### config.mk
export PLATFORM = sky130hd
export DESIGN_NAME = apb_cmd_master
export DESIGN_NICKNAME = d
export VERILOG_FILES = /design/src/rtl/apb_cmd_master.sv
export SDC_FILE = /design/constraint.sdc
export NUM_CORES = 1
export LEC_CHECK = 0
export CAP_MARGIN = 20
export CORE_ASPECT_RATIO = 1.5
export CORE_MARGIN = 2
export CORE_UTILIZATION = 30
export CTS_CLUSTER_DIAMETER = 80
export DETAILED_ROUTE_END_ITERATION = 10
export GPL_TIMING_DRIVEN = 1
export PLACE_DENSITY = 0.61
export RECOVER_POWER = 25
export SLEW_MARGIN = 20
export SYNTH_ARGS = -nofsm -noshare
export SYNTH_HDL_FRONTEND = slang
export SYNTH_SLANG_ARGS = --single-unit
### constraint.sdc
create_clock -name PCLK -period 2 [get_ports PCLK]
set_input_delay 0.2 -clock PCLK [delete_from_list [all_inputs] [get_ports PCLK]]
set_output_delay 0.2 -clock PCLK [all_outputs]
set_load 0.02 [all_outputs]
### src/rtl/apb_cmd_master.sv
// apb_cmd_master: converts a valid/ready command into one APB transfer and
// returns a valid/ready response. One transfer is outstanding at a time, and a
// completer that never raises PREADY ends the transfer by timeout.
module apb_cmd_master #(
  parameter int ADDR_W  = 32,
  parameter int DATA_W  = 32,
  parameter int TIMEOUT = 16   // max ACCESS cycles waiting for PREADY, 1..255
) (
  input  logic              PCLK,
  input  logic              PRESET,
  // command channel
  input  logic              cmd_valid,
  output logic              cmd_ready,
  input  logic              cmd_write,
  input  logic [ADDR_W-1:0] cmd_addr,
  input  logic [DATA_W-1:0] cmd_wdata,
  // response channel
  output logic              rsp_valid,
  input  logic              rsp_ready,
  output logic [DATA_W-1:0] rsp_rdata,
  output logic              rsp_err,
  output logic              rsp_timeout,
  // APB requester
  output logic [ADDR_W-1:0] PADDR,
  output logic              PWRITE,
  output logic              PSEL,
  output logic              PENABLE,
  output logic [DATA_W-1:0] PWDATA,
  input  logic [DATA_W-1:0] PRDATA,
  input  logic              PREADY,
  input  logic              PSLVERR
);

  localparam logic [1:0] S_IDLE   = 2'd0;
  localparam logic [1:0] S_SETUP  = 2'd1;
  localparam logic [1:0] S_ACCESS = 2'd2;
  localparam logic [1:0] S_RESP   = 2'd3;

  localparam logic [7:0] TMO = 8'(TIMEOUT);

  logic [1:0]        state_q, state_d;
  logic [7:0]        cnt_q, cnt_d;
  logic [ADDR_W-1:0] paddr_q, paddr_d;
  logic              pwrite_q, pwrite_d;
  logic [DATA_W-1:0] pwdata_q, pwdata_d;
  logic [DATA_W-1:0] rdata_q, rdata_d;
  logic              err_q, err_d;
  logic              tmo_q, tmo_d;
  logic [7:0]        cnt_inc;

  assign cnt_inc = cnt_q + 8'd1;

  // Next-state logic; APB inputs are only looked at in ACCESS.
  always_comb begin
    state_d  = state_q;
    cnt_d    = cnt_q;
    paddr_d  = paddr_q;
    pwrite_d = pwrite_q;
    pwdata_d = pwdata_q;
    rdata_d  = rdata_q;
    err_d    = err_q;
    tmo_d    = tmo_q;
    case (state_q)
      S_IDLE: begin
        if (cmd_valid) begin
          paddr_d  = cmd_addr;
          pwrite_d = cmd_write;
          pwdata_d = cmd_wdata;
          cnt_d    = '0;
          state_d  = S_SETUP;
        end
      end
      S_SETUP: begin
        cnt_d   = '0;
        state_d = S_ACCESS;
      end
      S_ACCESS: begin
        // PREADY takes priority over a timeout landing in the same cycle.
        if (PREADY) begin
          rdata_d = pwrite_q ? '0 : PRDATA;
          err_d   = PSLVERR;
          tmo_d   = 1'b0;
          state_d = S_RESP;
        end else if (cnt_inc == TMO) begin
          cnt_d   = cnt_inc;
          rdata_d = '0;
          err_d   = 1'b1;
          tmo_d   = 1'b1;
          state_d = S_RESP;
        end else begin
          cnt_d = cnt_inc;
        end
      end
      default: begin
        if (rsp_ready) state_d = S_IDLE;
      end
    endcase
  end

  // State and datapath registers with synchronous reset.
  always_ff @(posedge PCLK) begin
    if (PRESET) begin
      state_q  <= S_IDLE;
      cnt_q    <= '0;
      paddr_q  <= '0;
      pwrite_q <= 1'b0;
      pwdata_q <= '0;
      rdata_q  <= '0;
      err_q    <= 1'b0;
      tmo_q    <= 1'b0;
    end else begin
      state_q  <= state_d;
      cnt_q    <= cnt_d;
      paddr_q  <= paddr_d;
      pwrite_q <= pwrite_d;
      pwdata_q <= pwdata_d;
      rdata_q  <= rdata_d;
      err_q    <= err_d;
      tmo_q    <= tmo_d;
    end
  end

  // cmd_ready is masked by PRESET so nothing is accepted during reset.
  assign cmd_ready   = (state_q == S_IDLE) && !PRESET;
  assign PSEL        = (state_q == S_SETUP) || (state_q == S_ACCESS);
  assign PENABLE     = (state_q == S_ACCESS);
  assign rsp_valid   = (state_q == S_RESP);
  assign PADDR       = paddr_q;
  assign PWRITE      = pwrite_q;
  assign PWDATA      = pwdata_q;
  assign rsp_rdata   = rdata_q;
  assign rsp_err     = err_q;
  assign rsp_timeout = tmo_q;

endmodule

==> results by group <==
Global route
  – First-pass GRT wire length: approximately 21 mm
  – Aggregate global-route resource usage: 15.7%
  – Initial antenna violation count: 0
  – Global route overflow: 0
  – Vias in the first global route: 4210
  – Pin count of the biggest net entering global routing: 65

Drt
  – DR vias: 4337
  – DRT Pass-1 Iters: 4
  – Final wirelength: 12.9 mm
  – Number of vias per cell: between 4 and 5
  – Wire per inst: roughly 14 µm
  – # DRC: 0
  – Initial DRC Count: 149
  – Post-route ant nets: 0

CTS
  – Root Driver: clkbuf_16
  – Setup Buffers After CTS: 0
  – CTS sink count: 109
  – CTS Buf Count: 9
  – Worst skew pair latency: between 300 and 400 ps
  – CTS Buffer Depth: 2
  – CTS tree: built
  – H-tree Lvls: 3
  – Worst-path clk slew: 80 ps
  – CTS Hold Bufs: 0

Setup path
  – Worst Setup Start Kind: flop
  – CP startpoint: state_q[1]
  – Worst path depth: 2
  – Slowest library cell on the worst path: clkdlybuf4s50_1
  – CP Data Required Time: about 1800 ps
  – Critical-path cell list: ha_1 > clkdlybuf4s50_1
  – Arrival @ worst endpoint: 1730 ps
  – FF-to-FF path depth: 7
  – Crit Path Max Fanout: 5
  – Reg2reg end: state_q[0]
  – CP Capture Point: rsp_valid
  – Worst Path Buf+Inv: 1
  – Worst path max stage delay: 650 ps
  – RR Startpoint: state_q[0]
  – CP delay by family, top: buffers and inverters
  – Setup CP Type: flop to output pin
  – R2R Setup Slk: 70 ps
  – CP Capture Type: output pin

Hold path
  – Tightest Hold Check Type: primary input to flop
  – HP Start: PRESET

Synth
  – Top cell type's share of synthesized area: a little under 50%
  – Post-synth top flop: dfxtp_1
  – Top cells by count, synth: nand2_1, dfxtp_1, a21oi_1
  – Post-Syn Instances: 523
  – Synth Area per Inst: around 8.6 µm²
  – Syn Std Cell Area: 4480 µm²
  – Top-count cell post-synth: nand2_1
  – Distinct cells, synth: 41
  – Yosys reg bits: between 100 and 150
  – Seq/Total Area, Yosys: 48.7%
  – Ys Warns: 0
  – Ys async rst share: 0%
  – Synth top area cells: dfxtp_1, nand2_1, a21oi_1, a311oi_2, clkbuf_1
  – Syn_nets: around 630
  – Cell taking the most area after synthesis: dfxtp_1
  – Post-synth EDFFs: 0

Timing
  – RSZ-0062 raised after global routing: false
  – Fmax achieved: ~0.52 GHz
  – Worst-margin pin slew: 521 ps
  – Final hold vios: 0
  – Final Max Tran Viols: 0
  – Final worst path period need: 1930 ps
  – Slew Limit Headroom: 65.3%
  – Period utilization: between 90 and 100%
  – Setup TNS: 0 ps
  – Endpoints failing setup: 0
  – Final Skew: between 9 and 10 ps

Layout
  – Fraction of layout cells with a size suffix above 1: 10.3%
  – P&R area growth vs syn: 58.5%
  – Antenna diode count: 0
  – Nets: 821

Floorplanning
  – Die Span Y: about 150 µm
  – I/O pin total: 206
  – Core area: 14600 µm²
  – Die ar.: ~16000 µm²
  – Die Wd: 104 µm
  – Initial Utilization: about 31%
  – Cell Rows: 54

Outcome
  – Outcome: complete, no violations

Pwr
  – Power density over the cells: 974 nW/µm²
  – Max VDD drop: between 0.4 and 0.5 mV
  – Final Power: 6.91 mW
  – P_leak: 2.58 nW

Placement
  – Number of port buffers: slightly above 200
  – RePlAce Congestion: 0.770
  – Post-DP HPWL: 9.36 mm

Flow run
  – Max cap viols: 0
## sequential cells by signal, summed over array words and instances, names as in the netlist
signal and flops:
cnt_q 8, PWRITE 1, state_q 2, PWDATA 32
PADDR 32, rsp_err 1, rsp_rdata 32, rsp_timeout 1
## where the power goes
group          internal, mW  switching [mW]
combinational          1.04            1.33
sequential             2.49           0.168
clock                  1.06           0.828
total                  4.59            2.32
## cell usage in the layout, fill, tap and decap left out, types with 3 or more instances in the layout
cell type        synthesis  final
nor2_1                   8      8
nand2b_1                 6      6
nand3_1                  4      4
buf_12                   0      5
dlygate4sd3_1            0     52
inv_1                    4      4
nand2_1                169    168
ha_1                     6      5
clkbuf_16                0      9
nor2b_1                  4      3
buf_4                    1     11
nor4_1                   3      3
and3_1                   4      4
a311oi_2                29     29
a21oi_1                101    100
a311oi_1                 7      7
dfxtp_1                109    109
clkdlybuf4s50_1          0    149
## per-layer routing
layer,share of wire [%],vias to the layer above,routed length [µm],GRT usage [%]
met5,0,-,0,0
met1,41,1991,5340,18.6
met4,1.2,0,158,4.38
met3,7.9,9,1020,5.30
li1,-,2185,-,-
met2,50,152,6390,27.0
## stage by stage
step | setup WS (ps) | hold WS (ps) | instances | area, µm² | util [%]
floorplan | 80.5 | 300 | 523 | 4480 | -
global placement | 160 | 440 | 897 | 6770 | 46.4
detailed placement | 101 | 445 | 897 | 6770 | 46.4
CTS | 44.9 | 182 | 913 | 7090 | 48.6
global route | 1.28 | 202 | 913 | 7100 | 48.6
finish | 71.4 | 195 | 913 | 7100 | 48.6
## worst min path at each step
stage / to / depth (start not counted)
finish: PWRITE / 2
global route: rsp_rdata[12] / 2
detailed placement: PADDR[16] / 2
CTS: PWRITE / 2
floorplan: rsp_timeout / 1
global placement: PWDATA[10] / 2
## kinds of logic (layout without fill, tap and decap cells)
| logic type | count (synthesis) | in the layout | share of synthesized area [%] |
|---|---|---|---|
| flops | 109 | 109 | 48.7 |
| compound gates | 150 | 150 | 24.8 |
| buf+inv | 46 | 240 | 4.53 |
| simple gates | 210 | 210 | 19.8 |
| mux | 2 | 2 | 0.447 |
| fa+ha+maj | 6 | 6 | 1.68 |
## area by class of cell
| type | count | area [µm²] |
|---|---|---|
| clock buffers | 11 | 253 |
| clock inverters | 5 | 66.3 |
| fillers | 1457 | 7490 |
| inverters | 4 | 15.0 |
| multi-input cells | 368 | 2110 |
| flip-flops and latches | 109 | 2180 |
| well taps | 196 | 245 |
| repair buffers | 220 | 2230 |
## repair_timing
action / 4_1_cts / 5_1_grt
setup endpoints to repair: 2 / 3
pin swaps: 0 / 0
resized for setup: 2 / 4
Note: power is estimated with default switching activity, not from simulation.
